<file path="src/rtl/demux_pkg.sv">
// Shared constants for the buffered 1-to-2 demux.
// Channel select codes, slot state encoding, default width.
package demux_pkg;

   localparam logic CH_A = 1'b0;
   localparam logic CH_B = 1'b1;

   localparam int DEF_WIDTH = 4;

   typedef enum logic {
      SLOT_EMPTY = 1'b0,
      SLOT_FULL  = 1'b1
   } slot_state_t;

endpackage

</file>
<file path="src/rtl/demux_4bit_1to2_buf_if.sv">
// Handshake bundle for demux_4bit_1to2_buf.
// Counter signals exist only when DEMUX_STATS_EN is defined.
interface demux_4bit_1to2_buf_if #(
   parameter int WIDTH = 4
`ifdef DEMUX_STATS_EN
  ,parameter int CNT_W = 8
`endif
);

   logic [WIDTH-1:0] in_data;
   logic             in_sel;
   logic             in_valid;
   logic             in_ready;

   logic [WIDTH-1:0] outA_data;
   logic             outA_valid;
   logic             outA_ready;

   logic [WIDTH-1:0] outB_data;
   logic             outB_valid;
   logic             outB_ready;

`ifdef DEMUX_STATS_EN
   logic [CNT_W-1:0] cntA;
   logic [CNT_W-1:0] cntB;
`endif

   modport master (
      output in_data, in_sel, in_valid,
      input  in_ready,
      input  outA_data, outA_valid,
      output outA_ready,
      input  outB_data, outB_valid,
      output outB_ready
`ifdef DEMUX_STATS_EN
     ,input  cntA, cntB
`endif
   );

   modport slave (
      input  in_data, in_sel, in_valid,
      output in_ready,
      output outA_data, outA_valid,
      input  outA_ready,
      output outB_data, outB_valid,
      input  outB_ready
`ifdef DEMUX_STATS_EN
     ,output cntA, cntB
`endif
   );

endinterface

</file>
<file path="src/rtl/demux_slot.sv">
// One-entry valid/ready holding register.
// Load may coincide with a drain; new word replaces the old.
module demux_slot
   import demux_pkg::*;
#(
   parameter int WIDTH = DEF_WIDTH
) (
   input  logic             Clk,
   input  logic             Rst,
   input  logic             load,
   input  logic [WIDTH-1:0] din,
   output logic [WIDTH-1:0] dout,
   output logic             valid,
   input  logic             ready
);

   slot_state_t      state, state_nxt;
   logic [WIDTH-1:0] data_q;

   // slot state register, emptied asynchronously on reset
   always_ff @(posedge Clk or posedge Rst) begin
      if (Rst) state <= SLOT_EMPTY;
      else     state <= state_nxt;
   end

   // next state: load wins, otherwise drain empties a full slot
   always_comb begin
      state_nxt = state;
      unique case (state)
         SLOT_EMPTY: if (load) state_nxt = SLOT_FULL;
         SLOT_FULL: begin
            if (load)       state_nxt = SLOT_FULL;
            else if (ready) state_nxt = SLOT_EMPTY;
         end
         default: state_nxt = SLOT_EMPTY;
      endcase
   end

   // data capture only on load so a stalled word stays stable
   always_ff @(posedge Clk or posedge Rst) begin
      if (Rst)       data_q <= '0;
      else if (load) data_q <= din;
   end

   assign dout  = data_q;
   assign valid = (state == SLOT_FULL);

endmodule

</file>
<file path="src/rtl/demux_4bit_1to2_buf.sv">
// Buffered 1-to-2 demux with per-channel holding slots.
// Optional per-channel delivery counters under DEMUX_STATS_EN.
module demux_4bit_1to2_buf
   import demux_pkg::*;
#(
   parameter int WIDTH = DEF_WIDTH
`ifdef DEMUX_STATS_EN
  ,parameter int CNT_W = 8
`endif
) (
   input logic Clk,
   input logic Rst,
   demux_4bit_1to2_buf_if.slave bus
);

   logic sel_valid;
   logic sel_ready;
   logic xfer;
   logic load_a;
   logic load_b;

   // readiness follows only the addressed channel, never in_valid
   always_comb begin
      sel_valid = bus.outA_valid;
      sel_ready = bus.outA_ready;
      if (bus.in_sel == CH_B) begin
         sel_valid = bus.outB_valid;
         sel_ready = bus.outB_ready;
      end
   end

   assign bus.in_ready = !sel_valid || sel_ready;
   assign xfer   = bus.in_valid && bus.in_ready;
   assign load_a = xfer && (bus.in_sel == CH_A);
   assign load_b = xfer && (bus.in_sel == CH_B);

   demux_slot #(.WIDTH(WIDTH)) u_slot_a (
      .Clk   (Clk),
      .Rst   (Rst),
      .load  (load_a),
      .din   (bus.in_data),
      .dout  (bus.outA_data),
      .valid (bus.outA_valid),
      .ready (bus.outA_ready)
   );

   demux_slot #(.WIDTH(WIDTH)) u_slot_b (
      .Clk   (Clk),
      .Rst   (Rst),
      .load  (load_b),
      .din   (bus.in_data),
      .dout  (bus.outB_data),
      .valid (bus.outB_valid),
      .ready (bus.outB_ready)
   );

`ifdef DEMUX_STATS_EN
   logic [CNT_W-1:0] cnt_a;
   logic [CNT_W-1:0] cnt_b;

   // saturating count of words delivered on each channel
   always_ff @(posedge Clk or posedge Rst) begin
      if (Rst) begin
         cnt_a <= '0;
         cnt_b <= '0;
      end else begin
         if (bus.outA_valid && bus.outA_ready && cnt_a != '1)
            cnt_a <= cnt_a + 1'b1;
         if (bus.outB_valid && bus.outB_ready && cnt_b != '1)
            cnt_b <= cnt_b + 1'b1;
      end
   end

   assign bus.cntA = cnt_a;
   assign bus.cntB = cnt_b;
`endif

endmodule

</file>
<file path="src/flat_wrapper.sv">
// flat-port wrapper written by rule: the top's interface ports become plain ports
module demux_4bit_1to2_buf_flat import demux_pkg::*;
#(
   parameter int WIDTH = DEF_WIDTH

)
  (Clk, Rst, bus_in_data, bus_in_sel, bus_in_valid, bus_in_ready, bus_outA_data, bus_outA_valid, bus_outA_ready, bus_outB_data, bus_outB_valid, bus_outB_ready);
  demux_4bit_1to2_buf_if #(.WIDTH(WIDTH)) bus_i ();
  input logic Clk;
  input logic Rst;
  input wire logic [$bits(bus_i.in_data)-1:0] bus_in_data;
  input wire logic [$bits(bus_i.in_sel)-1:0] bus_in_sel;
  input wire logic [$bits(bus_i.in_valid)-1:0] bus_in_valid;
  output wire logic [$bits(bus_i.in_ready)-1:0] bus_in_ready;
  output wire logic [$bits(bus_i.outA_data)-1:0] bus_outA_data;
  output wire logic [$bits(bus_i.outA_valid)-1:0] bus_outA_valid;
  input wire logic [$bits(bus_i.outA_ready)-1:0] bus_outA_ready;
  output wire logic [$bits(bus_i.outB_data)-1:0] bus_outB_data;
  output wire logic [$bits(bus_i.outB_valid)-1:0] bus_outB_valid;
  input wire logic [$bits(bus_i.outB_ready)-1:0] bus_outB_ready;
  assign bus_i.in_data = bus_in_data;
  assign bus_i.in_sel = bus_in_sel;
  assign bus_i.in_valid = bus_in_valid;
  assign bus_in_ready = bus_i.in_ready;
  assign bus_outA_data = bus_i.outA_data;
  assign bus_outA_valid = bus_i.outA_valid;
  assign bus_i.outA_ready = bus_outA_ready;
  assign bus_outB_data = bus_i.outB_data;
  assign bus_outB_valid = bus_i.outB_valid;
  assign bus_i.outB_ready = bus_outB_ready;
  demux_4bit_1to2_buf #(.WIDTH(WIDTH)) u_core (.Clk(Clk), .Rst(Rst), .bus(bus_i));
endmodule
</file>
<file path="config.mk">
export PLATFORM = sky130hd
export DESIGN_NAME = demux_4bit_1to2_buf_flat
export DESIGN_NICKNAME = d
export VERILOG_FILES = /design/src/rtl/demux_pkg.sv /design/src/rtl/demux_4bit_1to2_buf_if.sv /design/src/rtl/demux_slot.sv /design/src/rtl/demux_4bit_1to2_buf.sv /design/src/flat_wrapper.sv
export SDC_FILE = /design/constraint.sdc
export NUM_CORES = 1
export LEC_CHECK = 0
export CORE_AREA = 2 2 39 41
export DETAILED_ROUTE_END_ITERATION = 7
export DIE_AREA = 0 0 41 43
export GPL_ROUTABILITY_DRIVEN = 0
export PLACE_DENSITY = 0.66
export SLEW_MARGIN = 40
export SYNTH_ARGS = -nofsm -noshare
export SYNTH_HDL_FRONTEND = slang
export SYNTH_SLANG_ARGS = --single-unit
</file>
<file path="constraint.sdc">
create_clock -name Clk -period 1.46 [get_ports Clk]
set_clock_uncertainty 0.05 [all_clocks]
set_input_delay 0.365 -clock Clk [delete_from_list [all_inputs] [get_ports Clk]]
set_output_delay 0.365 -clock Clk [all_outputs]
set_load 0.005 [all_outputs]
</file>
==> summary.md <==
| Metric | Value |
|---|---|
| Net total in the final layout | 69 |
| Required time at the worst-slack endpoint | between 1 and 1.5 ns |
| Setup Slack @ Placement | -0.640 ns |
| Setup slack of the critical path after layout | -0.0161 ns |
| Die X | a little over 40 µm |
| Sequential Power Share | 0.446 |
| Starting density of the core | 0.307 |
| Leakage | around 0.35 nW |
| Least-Margin Pin Slew | roughly 0.38 ns |
| Vias per cell | 4.58 |
| Worst ir drop on vdd | 0.496 mV |
| Total detailed-routing wirelength | 896 µm |
| Maximum number of pins on one net before global-route repair | 11 |
| Global-route wire length before repair | 1550 µm |
| Setup violators final | 1 |
| Share of synthesized area occupied by flip-flops and latches | 0.588 |
| Netlist cell types | 12 |
| Via count | roughly 340 |
| Number of DRC markers in iteration 0 | 0 |
| Post-route fraction of the period consumed by the critical path | 1.01 |
| Pwr/cell area | 1080 mW/mm² |
| Clock-pin slew reported for the worst setup and hold paths after clock tree synthesis | approximately 0.06 ns |
| Final hold vios | 0 |
| Area inside the core boundary | 0.00138 mm² |
| Max clock buf depth | 2 |
| Switching part of the total power | 0.229 |
| Die ar. | 0.00176 mm² |
| WS Path Type | reg2out |
| Number of nets produced by synthesis | 39 |
| Syn Area/Cell | 14.7 µm² |
| Clock buffer count from CTS | 3 |
| Category of the worst setup path capture point | output port |
| Maximum fanout along the worst path | 2 |
| Netlist area before placement | ~430 µm² |
| Worst path cell trace | and2b_1, a21oi_2, buf_2 |
| Detail Route Antenna Nets | 0 |
| Initial antenna violation count | 0 |
| GR Util All Layers | 0.138 |
| Hold WC Path Type | in2async |
| CP peak stage delay | 0.37 ns |
| DP HPWL | 664 µm |
| Area growth syn-to-layout | 68.2% |
| Count of final max-slew check failures | 0 |
| Clock sinks | 10 |
| First-pass iteration count of the detailed router | 1 |
| Number of global-route vias before repair | 354 |
| Input/output buffers | 20 |
| Worst slew margin relative to its limit | 0.748 |
| Arrival time of the worst setup path | 1.06 ns |
| Per-cell routed wire length | approximately 12 µm |
| Clk network pwr share | 0.316 |
| Final Util | 0.517 |
| Switching power | 0.177 mW |
| Number of instances in the synthesized netlist | 29 |
| Num ports | 21 |
| Internal Power | 0.596 mW |
| Row cnt | 14 |
| Floorplan die height | 43 µm |
| Dominant delay contributor by cell family on the critical path | flip-flops |
| Total Neg Setup Slack | -0.0161 ns |
| Layout fillers | 136 |
| MaxCap Viol Count | 0 |
| RSZ-0062 raised after global routing | true |
| Final critical delay including setup and external delays | 1.48 ns |
| Run status | complete, but fails checks |
| FF+latch count, synth | 10 |
| Comb power frac | 0.237 |
| Fraction of final layout cells sized beyond drive strength 1 | 0.414 |
| Buffers & Inverters on Critical Path | 1 |
| Antenna cells | 0 |
| Cell type of the slowest stage on the worst timing path | sky130_fd_sc_hd__dfrtp_1 |
| Remaining routing DRC violations | 0 |
| Failing checks | negative setup slack |
| Total Power Consumption | 0.772 mW |
| TritonCTS clock tree | yes |
| CP Launch Type | flop |
| Number of synthesis warnings | 0 |
| Maximum clock rate | 677 MHz |
| Clk Tree Root Cell | sky130_fd_sc_hd__clkbuf_4 |
| Number of levels the H-tree was split into | 1 |
| Total congestion overflow | 0 |
| Clock network latency to the later pin of the worst-skew pair | approximately 0.26 ns |
through the flow:
stage | instances | instance area (µm²) | hold slack (ns)
4_1_cts | 75 | 724 | 0.332
3_3_place_gp | 69 | 676 | 0.442
5_1_grt | 74 | 716 | 0.361
3_5_place_dp | 69 | 676 | 0.445
2_1_floorplan | 29 | 425 | 0.155
6_report | 74 | 716 | 0.323
logic make-up (layout without fill, tap and decap cells):
family,count (synthesis),in the layout,share of synthesized area
muxes,8,8,0.212
and+or+nand+nor,7,7,0.159
buffers and inverters,2,31,0.0177
AOI/OAI and AO/OA,2,2,0.0235
DFF,10,10,0.588
flip-flops by register name, summed over array words and instances (netlist names):
register / count
u_core.u_slot_a.dout: 4
u_core.u_slot_a.valid: 1
u_core.u_slot_b.dout: 4
u_core.u_slot_b.valid: 1
power groups by stage:
| stage | clock (mW) | combinational [mW] | sequential [mW] |
|---|---|---|---|
| floorplan | 0 | 0.0650 | 0.354 |
| global placement | 0 | 0.207 | 0.350 |
| detailed placement | 0 | 0.211 | 0.351 |
| CTS | 0.253 | 0.193 | 0.344 |
| global route | 0.268 | 0.202 | 0.352 |
| finish | 0.244 | 0.183 | 0.345 |
layout by cell type (no fill, tap or decap), drive strengths merged:
cell type      synthesis  layout
nor2                   2       2
and2b                  1       1
buf                    0       6
mux2                   8       8
clkdlybuf4s50          0       5
nor3b                  1       1
a21oi                  1       1
nand2                  1       1
nand2b                 2       2
o21ai                  1       1
clkbuf                 0       4
dlygate4sd2            0      13
inv                    2       2
dfrtp                 10      10
dlymetal6s2s           0       1
cell usage after synthesis:
cell | count | area share
sky130_fd_sc_hd__dfrtp_1 | 10 | 0.59
sky130_fd_sc_hd__mux2_2 | 8 | 0.21
sky130_fd_sc_hd__inv_1 | 2 | 0.018
sky130_fd_sc_hd__a21oi_1 | 1 | 0.012
sky130_fd_sc_hd__and2b_1 | 1 | 0.018
sky130_fd_sc_hd__nand2_2 | 1 | 0.015
sky130_fd_sc_hd__nand2b_1 | 1 | 0.015
sky130_fd_sc_hd__nand2b_4 | 1 | 0.032
sky130_fd_sc_hd__nor2_1 | 1 | 0.0088
sky130_fd_sc_hd__nor2_4 | 1 | 0.026
sky130_fd_sc_hd__nor3b_4 | 1 | 0.044
sky130_fd_sc_hd__o21ai_0 | 1 | 0.012
path summary, 6_finish.rpt:
kind	slack (ns)	end	start	depth (start not counted)
max in group asynchronous	0.77	u_core.u_slot_a.dout[0]$_DFFE_PP0P_	Rst	2
max reg2reg	0.07	u_core.u_slot_a.dout[0]$_DFFE_PP0P_	u_core.u_slot_a.valid$_DFF_PP0_	5
max	-0.02	bus_in_ready	u_core.u_slot_b.valid$_DFF_PP0_	3
min reg2reg	0.45	u_core.u_slot_a.dout[0]$_DFFE_PP0P_	u_core.u_slot_a.dout[0]$_DFFE_PP0P_	1
min in group Clk	0.39	u_core.u_slot_a.valid$_DFF_PP0_	bus_in_valid	3
min	0.32	u_core.u_slot_a.valid$_DFF_PP0_	Rst	2
repair_timing:
item | CTS | global route
endpoints found under the setup margin | 19 | 9
gates resized for setup | 22 | 2
setup buffers | 2 | 0
hold buffers | 0 | 0
pin swaps | 1 | 1
gates cloned | 0 | 0
cell type report:
cell class,count,area (µm²),share of cell area
clock buffers,4,36.3,0.0507
multi-input cells,17,179,0.250
inverters,2,7.51,0.0105
well taps,16,20.0,0.0280
repair buffers,25,223,0.311
flip-flops and latches,10,250,0.350
metal layers:
metal  wire [µm]  GRT usage  vias up
li1            -          -      155
met1         340      0.156      167
met3          59     0.0314        4
met5           0          0        -
met2         469      0.213       13
met4          25      0.100        0
worst reg2reg max path, delay by kind of cell, from the launching register on:
family,cells,cell delay (ns)
DFF,1,0.41
muxes,1,0.32
and+or+nand+nor,2,0.26
buffers and inverters,2,0.25
(Power assumes the default switching activity.)
